--- src/rtl/bus_rr_arbiter.sv ---
// Three-master arbiter onto one request/stall slave port: round-robin or fixed
// priority, back-to-back hand-over, master-0 lock and a stall watchdog.
module bus_rr_arbiter #(
    parameter int RR_EN          = 1,
    parameter int TIMEOUT_CYCLES = 1024
) (
    input  logic        clk,
    input  logic        rst_n,

    input  logic [3:0]  m0_dataenable,
    input  logic        m0_rd,
    input  logic        m0_wr,
    input  logic [31:0] m0_address,
    input  logic [31:0] m0_wrdata,
    output logic [31:0] m0_rddata,
    output logic        m0_stall,
    input  logic        m0_lock,

    input  logic [3:0]  m1_dataenable,
    input  logic        m1_rd,
    input  logic        m1_wr,
    input  logic [31:0] m1_address,
    input  logic [31:0] m1_wrdata,
    output logic [31:0] m1_rddata,
    output logic        m1_stall,

    input  logic [3:0]  m2_dataenable,
    input  logic        m2_rd,
    input  logic        m2_wr,
    input  logic [31:0] m2_address,
    input  logic [31:0] m2_wrdata,
    output logic [31:0] m2_rddata,
    output logic        m2_stall,

    output logic [3:0]  s_dataenable,
    output logic        s_rd,
    output logic        s_wr,
    output logic [31:0] s_address,
    output logic [31:0] s_wrdata,
    input  logic [31:0] s_rddata,
    input  logic        s_stall,

    output logic [2:0]  grant,
    output logic        bus_timeout
);

    typedef enum logic [1:0] {IDLE, GNT0, GNT1, GNT2} state_t;

    localparam logic [15:0] TO_LIMIT = 16'(TIMEOUT_CYCLES);

    state_t      state, state_n;
    logic [1:0]  ptr, ptr_n;
    logic [15:0] wd_cnt, wd_cnt_n;
    logic [2:0]  rd_v, wr_v, req, others;
    logic [1:0]  g_idx;
    logic        g_req, fire, done;

    assign rd_v = {m2_rd, m1_rd, m0_rd};
    assign wr_v = {m2_wr, m1_wr, m0_wr};
    assign req  = rd_v | wr_v;

    // Round-robin searches upward from the master after 'from'; 'from' itself last.
    function automatic logic [1:0] pick(input logic [2:0] r, input logic [1:0] from);
        logic [1:0] c1, c2;
        c1 = (from == 2'd2) ? 2'd0 : from + 2'd1;
        c2 = (c1 == 2'd2) ? 2'd0 : c1 + 2'd1;
        if (RR_EN != 0) begin
            if (r[c1])      pick = c1;
            else if (r[c2]) pick = c2;
            else            pick = from;
        end else begin
            if (r[0])       pick = 2'd0;
            else if (r[1])  pick = 2'd1;
            else            pick = 2'd2;
        end
    endfunction

    function automatic state_t to_state(input logic [1:0] idx);
        case (idx)
            2'd0:    to_state = GNT0;
            2'd1:    to_state = GNT1;
            default: to_state = GNT2;
        endcase
    endfunction

    always_comb begin
        grant = 3'b000;
        g_idx = 2'd0;
        case (state)
            GNT0: begin grant = 3'b001; g_idx = 2'd0; end
            GNT1: begin grant = 3'b010; g_idx = 2'd1; end
            GNT2: begin grant = 3'b100; g_idx = 2'd2; end
            default: ;
        endcase
    end

    assign g_req       = |(req & grant);
    assign fire        = (TIMEOUT_CYCLES != 0) && (|grant) && (wd_cnt == TO_LIMIT);
    assign done        = g_req && (!s_stall || fire);
    assign others      = req & ~grant;
    assign bus_timeout = fire;

    // The completing master still shows its old request at the hand-over edge,
    // so it is masked out of the re-arbitration.
    always_comb begin
        state_n  = state;
        ptr_n    = ptr;
        wd_cnt_n = '0;
        if (state == IDLE) begin
            if (|req)
                state_n = to_state(pick(req, ptr));
        end else if (!g_req) begin
            state_n = IDLE;
        end else if (done) begin
            ptr_n = g_idx;
            if (g_idx == 2'd0 && m0_lock && !fire)
                state_n = GNT0;
            else if (|others)
                state_n = to_state(pick(others, g_idx));
            else
                state_n = IDLE;
        end else begin
            wd_cnt_n = (wd_cnt == 16'hffff) ? wd_cnt : wd_cnt + 16'd1;
        end
    end

    always_ff @(posedge clk or negedge rst_n) begin
        if (!rst_n) begin
            state  <= IDLE;
            ptr    <= 2'd2;
            wd_cnt <= '0;
        end else begin
            state  <= state_n;
            ptr    <= ptr_n;
            wd_cnt <= wd_cnt_n;
        end
    end

    always_comb begin
        s_dataenable = '0;
        s_rd         = 1'b0;
        s_wr         = 1'b0;
        s_address    = '0;
        s_wrdata     = '0;
        case (state)
            GNT0: begin
                s_dataenable = m0_dataenable;
                s_rd         = m0_rd;
                s_wr         = m0_wr;
                s_address    = m0_address;
                s_wrdata     = m0_wrdata;
            end
            GNT1: begin
                s_dataenable = m1_dataenable;
                s_rd         = m1_rd;
                s_wr         = m1_wr;
                s_address    = m1_address;
                s_wrdata     = m1_wrdata;
            end
            GNT2: begin
                s_dataenable = m2_dataenable;
                s_rd         = m2_rd;
                s_wr         = m2_wr;
                s_address    = m2_address;
                s_wrdata     = m2_wrdata;
            end
            default: ;
        endcase
        if (fire) begin
            s_rd = 1'b0;
            s_wr = 1'b0;
        end
    end

    // A watchdog firing releases the master as if the slave had answered with zero.
    assign m0_stall  = req[0] & (~grant[0] | (s_stall & ~fire));
    assign m1_stall  = req[1] & (~grant[1] | (s_stall & ~fire));
    assign m2_stall  = req[2] & (~grant[2] | (s_stall & ~fire));
    assign m0_rddata = (grant[0] & req[0] & ~fire) ? s_rddata : 32'd0;
    assign m1_rddata = (grant[1] & req[1] & ~fire) ? s_rddata : 32'd0;
    assign m2_rddata = (grant[2] & req[2] & ~fire) ? s_rddata : 32'd0;

endmodule
--- config.mk ---
export PLATFORM = sky130hd
export DESIGN_NAME = bus_rr_arbiter
export DESIGN_NICKNAME = d
export VERILOG_FILES = /design/src/rtl/bus_rr_arbiter.sv
export SDC_FILE = /design/constraint.sdc
export NUM_CORES = 1
export LEC_CHECK = 0
export BUFFER_PORTS_ARGS = -buffer_cell sky130_fd_sc_hd__buf_4
export CORE_AREA = 3 3 163 165
export DETAILED_ROUTE_END_ITERATION = 16
export DIE_AREA = 0 0 166 168
export HOLD_SLACK_MARGIN = 0.15
export PLACE_DENSITY = 0.46
export REMOVE_ABC_BUFFERS = 1
export SLEW_MARGIN = 20
export SYNTH_ARGS = -nofsm -noshare
export SYNTH_HDL_FRONTEND = slang
export SYNTH_SLANG_ARGS = --single-unit
--- constraint.sdc ---
create_clock -name clk -period 5.18 [get_ports clk]
set_input_delay 0.777 -clock clk [delete_from_list [all_inputs] [get_ports clk]]
set_output_delay 0.777 -clock clk [all_outputs]
set_load 0.005 [all_outputs]
==> results of run 1 <==
## final cells by class
type | count | area, um^2
multi-input combinational | 420 | 2659
fill | 2816 | 18300
tap | 330 | 412.9
inverter | 3 | 11.26
sequential | 20 | 505.5
clock buffer | 3 | 75.07
timing repair buffer | 425 | 3191
clock inverter | 1 | 30.03
## layer usage
| metal | share of wire [%] | track usage [%] | wire (um) | up-vias |
|---|---|---|---|---|
| met4 | 1.3 | 1.881 | 289 | 0 |
| li1 | - | - | - | 2413 |
| met1 | 41 | 17.44 | 8850 | 2169 |
| met2 | 49 | 25.17 | 10450 | 270 |
| met3 | 8.6 | 4.062 | 1832 | 12 |
| met5 | 0 | 0 | 0 | - |
## per-stage QoR
stage               setup TNS, ns  utilization (%)
finish                          0            27.34
global route                    0            27.34
CTS                             0            27.34
detailed placement              0            26.92
global placement                0            26.92
floorplan                 -144.06                -
## worst max-delay path, delay by kind of cell, from the launching register on
family	cells	cell delay [ns]
and+or+nand+nor	3	0.71
DFF	1	0.83
buffers and inverters	3	1.14
## placed cells by master (no fill, tap or decap), types with 3 or more instances in the layout
cell type	netlist	routed
clkbuf_16	0	3
buf_4	1	425
nand2_1	75	75
o21ai_0	76	76
dfrtp_1	19	18
and3_1	4	4
mux2i_1	68	68
nor2_1	25	25
nand3_1	10	10
xnor2_1	4	4
nand4_1	6	6
nor3_1	3	3
a21oi_1	11	11
and2_1	97	97
xor2_1	9	9
## synth_stat cells, drive strengths merged, types with 2 or more instances
library cell,instances,area [um^2]
a21oi,11,55.05
a22oi,2,15.01
a31oi,2,12.51
and2,98,613.1
and3,4,25.02
buf,5,46.29
clkbuf,31,126.4
dfrtp,19,475.5
ha,2,25.02
inv,3,11.26
mux2,4,52.55
mux2i,68,680.7
nand2,77,299.0
nand3,11,60.06
nand4,6,37.54
nor2,25,93.84
nor3,3,15.01
nor3b,3,22.52
nor4,4,40.04
o21ai,76,380.4
or4,2,22.52
xnor2,4,35.03
xor2,9,78.83
## power groups by stage
stage          combinational (uW)  sequential [uW]  clock, uW
2_1_floorplan                 890              308          0
3_3_place_gp                 2170              291          0
3_5_place_dp                 2170              284          0
4_1_cts                      2180              285        218
5_1_grt                      2320              289        226
6_report                     2120              280        215
## sequential cells by signal (all words and copies together), names as in the netlist
signal,cells
state,2
wd_cnt,16
ptr,2
## worst max path at each step
stage,start,to,slack [ns],depth (start not counted)
2_1_floorplan,state[0]$_DFFE_PN0P_,m0_rddata[0],-2.09,3
3_3_place_gp,state[0]$_DFFE_PN0P_,m2_rddata[0],1.63,6
3_5_place_dp,state[0]$_DFFE_PN0P_,m2_rddata[10],1.64,6
4_1_cts,state[0]$_DFFE_PN0P_,m2_rddata[10],1.35,6
5_1_grt,state[0]$_DFFE_PN0P_,m2_rddata[6],1.20,6
6_report,state[0]$_DFFE_PN0P_,m2_rddata[20],1.36,6
## kinds of logic after synthesis
family / after synthesis / share of synthesized area [%]
AO/OA/AOI/OAI: 95 / 14.92
AND/OR/NAND/NOR: 238 / 38.17
multiplexers: 72 / 22.08
XOR/XNOR: 13 / 3.429
adder cells (fa/ha/maj): 2 / 0.7535
buffers and inverters: 39 / 5.539
flip-flops: 20 / 15.11
==> impl_summary.log, run 1 <==
INFO  metric ys.flop_type = dfrtp_1
INFO  metric clock_tree.root_cell = clkbuf_16
INFO  metric post-place-cells = between 1,000 and 1,500
INFO  metric detail_route.wl_per_cell = about 18 um
INFO  metric cp_data_arrival_time = ~3 ns
INFO  metric critical_register_to_register_path_startpoint = state[0]$_DFFE_PN0P_
INFO  metric cts_post_setup_buffers_inserted = 0
INFO  metric synth_async_sr_flop_share = 100.0%
INFO  metric path_common_cell = buf_4
INFO  metric area_growth = 107.3%
INFO  metric pin_count = 419
INFO  metric finalSetupViolCount = 0
INFO  metric layout_setup_ws = 1.358 ns
INFO  metric power.internal = between 1000 and 1500 uW
INFO  metric combinationalPowerShare = between 80% and 90%
INFO  metric placeableCoreArea = roughly 25,000 um^2
INFO  metric power_leakage = approximately 0.0035 uW
INFO  metric r2r_cells = 7
INFO  metric grt-ovfl-total = 0
INFO  metric crit_path_start_kind = flop
INFO  metric clock_tree_from_tritoncts = built
INFO  metric timing.rr.end = state[1]$_DFFE_PN0P_
INFO  metric antennaDiodeCount = 0
INFO  metric worst_hold_path_type = in -> async
INFO  metric detailedPlace.worstSlack = about 1.6 ns
INFO  metric worst_setup_path_end_kind = primary output
INFO  metric postRouteAntennaNets = 0
INFO  metric crit_type = reg -> out
INFO  metric slowest_stage = dfrtp_4
INFO  metric peak_clock_frequency_supported_by_timing = between 0.2 and 0.3 GHz
INFO  metric floorplan.die.width = 166 um
INFO  metric timing.final.hold_violations = 0
INFO  metric powerDensity = ~380 nW/um^2
INFO  metric effective_utilization_at_floorplan = a little over an eighth
INFO  metric routed_vias = 4,864
INFO  metric post_cts_resized = 0
INFO  metric crit_required = approximately 4.4 ns
INFO  metric numPortBuffers = 418
INFO  metric path_clk_slew = 0.06 ns
INFO  metric remaining_drc_errors = 0
INFO  metric die-height = about 170 um
INFO  metric placed_cell_area = 6779 um^2
INFO  metric timing.clock.skew = 0.01038 ns
INFO  metric final.hold.worst_slack = slightly below 0.4 ns
INFO  metric yosys_register_bits = 20
INFO  metric p_clk_share = 8.2%
INFO  metric clock_path_buffers = 2
INFO  metric final_nets = around 1,100
INFO  metric ys.warnings.count = 0
INFO  metric largest_net_degree_at_the_start_of_global_routing = 71
INFO  metric rsz0062_at_grt = no
INFO  metric via_per_inst = just over 4
INFO  metric power.net_switching = ~1200 uW
INFO  metric fin_area = roughly 7000 um^2
INFO  metric design.die.area = 27,890 um^2
INFO  metric cts_htree_levels = 1
INFO  metric critical_path.max_stage_delay = ~0.83 ns
INFO  metric final_layout_size_suffix_gt1_share = about half
INFO  metric number_of_antenna_violations_at_the_first_check_in_global_routing = 0
INFO  metric finalCriticalPeriod = 3.822 ns
INFO  metric final-instance-count-excl-fill = between 1,000 and 1,500
INFO  metric worstSkewPairLatency = 0.26 ns
INFO  metric drtPass1Iterations = 4
INFO  metric maximum_fanout_along_the_worst_path = 47
INFO  metric netSwitchingFraction = about 45%
INFO  metric mean_syn_cell_area = roughly 6.9 um^2
INFO  metric dp_hpwl = approximately 18,000 um
INFO  metric sequential_fraction_of_design_power = a little over a tenth
INFO  metric totalPowerFinal = approximately 2600 uW
INFO  metric status = complete, no violations
INFO  metric netlist-cell-type-count = 42
INFO  metric cts.sink_count = 20
INFO  metric worstMarginPinSlew = about 0.79 ns
INFO  metric netlist_instances = about 480
INFO  metric gr-usage-all-layers = between 10 and 15%
INFO  metric drt_wl_total = around 21,000 um
INFO  metric grt_pass1_vias = ~5,000
INFO  metric gpl.final_weighted_congestion = roughly 0.83
INFO  metric synth_enable_flop_cells = 0
INFO  metric mappedNetlistArea = around 3300 um^2
INFO  metric drtIter0Drc = around 230
INFO  metric cts_inserted_buffers = 3
INFO  metric max-cap-violations = 0
INFO  metric grt_first_pass_wirelength = ~31,000 um
INFO  metric register_to_register_setup_slack = between 1.5 and 2 ns
INFO  metric finalMaxSlewViolations = 0
INFO  metric period_share = around three quarters
INFO  metric timing.critical_path.cells = buf_4, and2_0, nor3b_2, buf_4, and2_1, buf_4
INFO  metric cts-hold-fix-buffers = 0
INFO  metric share_of_the_yosys_chip_area_belonging_to_registers = between 10% and 20%
INFO  metric timing.slew.headroom = approximately 47%
INFO  metric ir_worst_vdd = 0.0001492 V
INFO  metric rows = 58
Note: power is estimated with default switching activity, not from simulation.
==> inputs of run 2 (changes only) <==
--- a/config.mk
+++ b/config.mk
@@ -6,9 +6,9 @@
 export NUM_CORES = 1
 export LEC_CHECK = 0
 export BUFFER_PORTS_ARGS = -buffer_cell sky130_fd_sc_hd__buf_4
-export CORE_AREA = 3 3 163 165
+export CORE_AREA = 3 3 161 163
 export DETAILED_ROUTE_END_ITERATION = 16
-export DIE_AREA = 0 0 166 168
+export DIE_AREA = 0 0 164 166
 export HOLD_SLACK_MARGIN = 0.15
 export PLACE_DENSITY = 0.46
 export REMOVE_ABC_BUFFERS = 1
==> constraint.sdc (replaced) <==
create_clock -name clk -period 3.7 [get_ports clk]
set_input_delay 0.555 -clock clk [delete_from_list [all_inputs] [get_ports clk]]
set_output_delay 0.555 -clock clk [all_outputs]
set_load 0.005 [all_outputs]
==> run 2 against run 1 <==
Register-to-register slack got worse by 1.1 ns; total power up 42%; worst setup slack lost 0.81 ns; die area down 2.4%.
==> impl_summary.log, run 2 (synthesis gave the netlist of run 1 again) <==
INFO  metric final_layout_size_suffix_gt1_share = between 50 and 60%
INFO  metric register_to_register_setup_slack = approximately 0.85 ns
INFO  metric largest_register_ffs = 16
INFO  metric worst_hold_path_type = in -> async
INFO  metric timing.clock.skew = about 0.0055 ns
INFO  metric placeableCoreArea = between 20,000 and 25,000 um^2
INFO  metric cts_inserted_buffers = 3
INFO  metric multi_input_comb_area = 2659 um^2
INFO  metric cts-hold-fix-buffers = 0
INFO  metric design.die.area = approximately 27,000 um^2
INFO  metric rows = 57
INFO  metric status = complete, no violations
INFO  metric clock_path_buffers = 2
INFO  metric fillerInstances = between 2,000 and 3,000
INFO  metric placed_cell_area = 6787 um^2
INFO  metric clock_tree.root_cell = clkbuf_16
INFO  metric effective_utilization_at_floorplan = a little over an eighth
INFO  metric maximum_fanout_along_the_worst_path = 32
INFO  metric layout_commonest_cell = buf_4
INFO  metric routed_vias = 4,908
INFO  metric power_leakage = about 0.0035 uW
INFO  metric number_of_antenna_violations_at_the_first_check_in_global_routing = 1
INFO  metric timing.slew.headroom = about three fifths
INFO  metric final_cell_mix = buf_4, and2_1, o21ai_0
INFO  metric totalNegativeSetupSlack = 0 ns
INFO  metric drtIter0Drc = between 150 and 200
INFO  metric post_cts_resized = 0
INFO  metric rsz0062_at_grt = no
INFO  metric seqCellArea = just over 500 um^2
INFO  metric grt_pass1_vias = just over 5,000
INFO  metric crit_required = 3.14 ns
INFO  metric worstSkewPairLatency = 0.25 ns
INFO  metric worstMarginPinSlew = about 0.63 ns
INFO  metric postRouteAntennaNets = 0
INFO  metric detail_route.wl_per_cell = roughly 19 um
INFO  metric largestRegisters = wd_cnt: 16 flops, ptr: 2 flops, state: 2 flops
INFO  metric post-place-cells = 1,194
INFO  metric die-height = roughly 170 um
INFO  metric max-cap-violations = 0
INFO  metric timing.final.hold_violations = 0
INFO  metric cp_data_arrival_time = roughly 2.6 ns
INFO  metric fin_area = about 6900 um^2
INFO  metric worst_setup_path_end_kind = primary output
INFO  metric clock_tree_from_tritoncts = built
INFO  metric finalMaxSlewViolations = 0
INFO  metric critical_register_to_register_path_startpoint = state[0]$_DFFE_PN0P_
INFO  metric totalPowerFinal = about 3700 uW
INFO  metric cts_post_setup_buffers_inserted = 0
INFO  metric dp_hpwl = ~19,000 um
INFO  metric grt-ovfl-total = 0
INFO  metric ir_worst_vdd = 0.0003000 V
INFO  metric gpl.final_weighted_congestion = 0.8347
INFO  metric largest_net_degree_at_the_start_of_global_routing = 40
INFO  metric numPortBuffers = ~420
INFO  metric final_core_util = about 28%
INFO  metric via_per_inst = between 4 and 5
INFO  metric final_nets = 1,123
INFO  metric cts.sink_count = 20
INFO  metric cts_htree_levels = 1
INFO  metric finalSetupViolCount = 0
INFO  metric remaining_drc_errors = 0
INFO  metric peak_clock_frequency_supported_by_timing = roughly 0.32 GHz
INFO  metric r2r_cells = 7
INFO  metric grt_first_pass_wirelength = 32,010 um
INFO  metric finalCriticalPeriod = around 3.1 ns
INFO  metric crit_type = reg -> out
INFO  metric powerDensity = about 540 nW/um^2
INFO  metric crit_path_start_kind = flop
INFO  metric max_flop_register = wd_cnt
INFO  metric final-instance-count-excl-fill = between 1,000 and 1,500
INFO  metric area_growth = 107.6%
INFO  metric gr-usage-all-layers = between 15 and 20%
INFO  metric drtPass1Iterations = 4
INFO  metric path_clk_slew = 0.06 ns
INFO  metric drt_wl_total = around 23,000 um
INFO  metric floorplan.die.width = 164 um
INFO  metric pin_count = 419
INFO  metric period_share = a little under nine tenths
INFO  metric timing.rr.end = state[1]$_DFFE_PN0P_
==> run 2: changes by cell type in the layout (fill, tap and decap cells not counted) <==
cell,delta
buf_4,+2
diode_2,+1
==> run 2: metal layers <==
layer / track usage [%] / up-vias / part of all wire, %
li1: - / 2424 / -
met4: 3.384 / 0 / 1.9
met2: 27.92 / 275 / 50
met5: 0 / - / 0
met3: 3.966 / 18 / 9.3
met1: 18.04 / 2191 / 39
==> run 2: layout make-up <==
| type | instances | share of cell area [%] |
|---|---|---|
| sequential | 20 | 7.332 |
| clock buffer | 3 | 1.089 |
| antenna | 1 | 0.03630 |
| timing repair buffer | 427 | 46.50 |
| multi-input combinational | 420 | 38.57 |
| inverter | 3 | 0.1633 |
| tap | 324 | 5.880 |
| clock inverter | 1 | 0.4356 |
==> run 2: how the worst max path moves through the flow <==
stage                          from              endpoint  slack, ns
5_1_grt        state[0]$_DFFE_PN0P_          s_wrdata[25]       0.36
3_3_place_gp   state[0]$_DFFE_PN0P_          s_wrdata[25]       0.76
2_1_floorplan  state[0]$_DFFE_PN0P_          m0_rddata[0]      -3.35
4_1_cts        state[0]$_DFFE_PN0P_          s_wrdata[25]       0.53
3_5_place_dp   state[0]$_DFFE_PN0P_  state[1]$_DFFE_PN0P_       0.78
6_report       state[0]$_DFFE_PN0P_          s_wrdata[25]       0.55
==> run 2: worst max-delay path: stages, from the launching register on <==
cell,delay (ns)
dfrtp_4,0.72
buf_4,0.56
buf_4,0.45
mux2i_1,0.12
o21ai_0,0.25
buf_4,0.19
==> run 2: through the flow <==
stage	hold WS (ns)	setup WS, ns
after detailed placement	0.4578	0.7839
after global placement	0.4536	0.7645
final	0.1741	0.5508
after global routing	0.1949	0.3632
after CTS	0.1818	0.5289
after floorplan	0.2594	-3.348
==> run 2: where the power goes <==
group | switching [uW] | internal, uW
Combinational | 1500 | 1540
Sequential | 112 | 254
Clock | 83.7 | 215
Total | 1690 | 2010
==> inputs of run 3 (changes only) <==
--- a/config.mk
+++ b/config.mk
@@ -5,12 +5,12 @@
 export SDC_FILE = /design/constraint.sdc
 export NUM_CORES = 1
 export LEC_CHECK = 0
-export BUFFER_PORTS_ARGS = -buffer_cell sky130_fd_sc_hd__buf_4
 export CORE_AREA = 3 3 161 163
 export DETAILED_ROUTE_END_ITERATION = 16
 export DIE_AREA = 0 0 164 166
+export DONT_BUFFER_PORTS = 1
 export HOLD_SLACK_MARGIN = 0.15
-export PLACE_DENSITY = 0.46
+export PLACE_DENSITY = 0.32
 export REMOVE_ABC_BUFFERS = 1
 export SLEW_MARGIN = 20
 export SYNTH_ARGS = -nofsm -noshare
==> run 3 against run 2 <==
Highest routed layer is now met5; critical path type unchanged; combinational power fell by 37%; die area unchanged; register-to-register slack better by 0.50 ns; global-route usage decreased by 3.4 points; flip-flop and latch count did not move; clock skew is essentially flat; non-clock buffer count shrank 416; sequential power down 14%; worst hold slack better by 0.075 ns; critical endpoint is now s_wrdata[18]; cell count is 34% lower; worst setup slack improved by 0.084 ns; utilization shrank 13 points; largest cell class is now multi-input combinational cells.
==> impl_summary.log, run 3 (synthesis gave the netlist of run 1 again) <==
INFO  metric worst_hold_path_type = in -> async
INFO  metric effective_utilization_at_floorplan = 13.57%
INFO  metric cts.sink_count = 20
INFO  metric design.die.area = around 27,000 um^2
INFO  metric finalSetupViolCount = 0
INFO  metric final_layout_size_suffix_gt1_share = 7.205%
INFO  metric period_share = 82.85%
INFO  metric timing.critical_path.cells = buf_4, buf_4, mux2i_1, o21ai_0
INFO  metric crit_type = reg -> out
INFO  metric slowest_stage = buf_4
INFO  metric final_nets = about 700
INFO  metric routed_vias = ~3,600
INFO  metric maximum_fanout_along_the_worst_path = 38
INFO  metric status = complete, no violations
INFO  metric gr-usage-all-layers = 11.97%
INFO  metric largest_register_ffs = 16
INFO  metric clock_tree_from_tritoncts = built
INFO  metric detail_route.wl_per_cell = between 20 and 25 um
INFO  metric finalCriticalPeriod = roughly 3.1 ns
INFO  metric largestRegisters = wd_cnt: 16 flops, ptr: 2 flops, state: 2 flops
INFO  metric grt-ovfl-total = 0
INFO  metric totalNegativeSetupSlack = 0 ns
INFO  metric worstSkewPairLatency = about 0.26 ns
INFO  metric path_common_cell = buf_4
INFO  metric worst_setup_path_end_kind = primary output
INFO  metric timing.final.hold_violations = 0
INFO  metric largest_net_degree_at_the_start_of_global_routing = 72
INFO  metric finalMaxSlewViolations = 0
INFO  metric floorplan.die.width = between 150 and 200 um
INFO  metric area_growth = 13.60%
INFO  metric worstMarginPinSlew = slightly above 0.9 ns
INFO  metric number_of_antenna_violations_at_the_first_check_in_global_routing = 4
INFO  metric crit_path_start_kind = flop
INFO  metric detailedPlace.worstSlack = 0.9031 ns
INFO  metric dp_hpwl = approximately 16,000 um
INFO  metric max-cap-violations = 0
INFO  metric cp_data_arrival_time = ~2.5 ns
INFO  metric post_cts_resized = 0
INFO  metric final_cell_mix = and2_1, o21ai_0, nand2_1
INFO  metric placeableCoreArea = around 24,000 um^2
INFO  metric drtIter0Drc = between 150 and 200
INFO  metric crit_required = approximately 3.1 ns
INFO  metric gpl.final_weighted_congestion = approximately 0.82
INFO  metric power_leakage = around 0.0015 uW
INFO  metric postRouteAntennaNets = 0
INFO  metric rsz0062_at_grt = no
INFO  metric layout_commonest_cell = and2_1
INFO  metric cts_post_setup_buffers_inserted = 0
INFO  metric grt_first_pass_wirelength = ~24,000 um
INFO  metric pin_count = about 420
INFO  metric timing.clock.skew = about 0.0054 ns
INFO  metric powerDensity = between 600 and 700 nW/um^2
INFO  metric peak_clock_frequency_supported_by_timing = ~0.33 GHz
INFO  metric max_flop_register = wd_cnt
INFO  metric cts_inserted_buffers = 3
INFO  metric die-height = 166 um
INFO  metric critical_path.max_stage_delay = between 0.6 and 0.7 ns
INFO  metric drtPass1Iterations = 4
INFO  metric cts_htree_levels = 1
INFO  metric clock_path_buffers = 2
INFO  metric remaining_drc_errors = 0
INFO  metric rows = between 50 and 60
INFO  metric layout_setup_ws = ~0.63 ns
INFO  metric drt_wl_total = ~18,000 um
INFO  metric post-place-cells = about 780
INFO  metric final-instance-count-excl-fill = between 700 and 800
INFO  metric ir_worst_vdd = ~0.00026 V
INFO  metric via_per_inst = approximately 4.6
INFO  metric path_clk_slew = ~0.060 ns
INFO  metric numPortBuffers = 0
INFO  metric clock_tree.root_cell = clkbuf_16
INFO  metric timing.slew.headroom = approximately two fifths
INFO  metric grt_pass1_vias = roughly 3,400
## run 3: layout make-up
| type | count | area (um^2) |
|---|---|---|
| multi-input cells | 420 | 2659 |
| inverters | 3 | 11.26 |
| fillers | 2834 | 20690 |
| clock buffers | 4 | 88.84 |
| repair buffers | 11 | 92.59 |
| flip-flops and latches | 20 | 505.5 |
| diodes | 4 | 10.01 |
| well taps | 324 | 405.4 |
## run 3: layer usage
metal	vias up	track usage (%)	share of wire, %
li1	1589	-	-
met1	1668	12.04	33
met2	307	23.05	53
met3	16	3.692	11
met4	2	3.825	2.7
met5	-	0	0.071
## run 3: power breakdown
part | switching (uW) | internal, uW
Clock | 85.2 | 165
Combinational | 1290 | 641
Sequential | 60.2 | 255
Total | 1430 | 1060
## run 3: timing repair
item | in CTS | in global routing
setup endpoints to repair | 0 | 0
hold buffers | 1 | 0
endpoints found under the hold margin | 20 | 0
## run 3: per-stage QoR
step	hold WS (ns)	total power (uW)	utilization, %	instance area (um^2)
2_1_floorplan	0.2594	1677	-	3148
3_3_place_gp	0.2600	2266	15.00	3669
3_5_place_dp	0.2601	2296	15.00	3669
4_1_cts	0.5163	2557	15.40	3767
5_1_grt	0.2927	2704	15.40	3767
6_report	0.2486	2494	15.42	3772
## run 3: worst max-delay path, delay by kind of cell (launching register included)
family                 cells  cell delay (ns)
DFF                        1             0.50
AOI/OAI and AO/OA          1             0.42
muxes                      1             0.16
buffers and inverters      2             1.13
## run 3: path summary, 6_finish.rpt
kind                                     endpoint                    from  slack (ns)  cells past startpoint
max                                  s_wrdata[18]    state[0]$_DFFE_PN0P_        0.63                      4
min                         wd_cnt[6]$_DFFE_PN0P_                   rst_n        0.25                      1
max reg2reg                wd_cnt[14]$_DFFE_PN0P_   wd_cnt[0]$_DFFE_PN0P_        1.35                      7
min reg2reg                wd_cnt[14]$_DFFE_PN0P_  wd_cnt[14]$_DFFE_PN0P_        0.52                      1
max in group asynchronous    state[0]$_DFFE_PN0P_                   rst_n        3.08                      1
min in group clk           wd_cnt[14]$_DFFE_PN0P_  wd_cnt[14]$_DFFE_PN0P_        0.52                      1
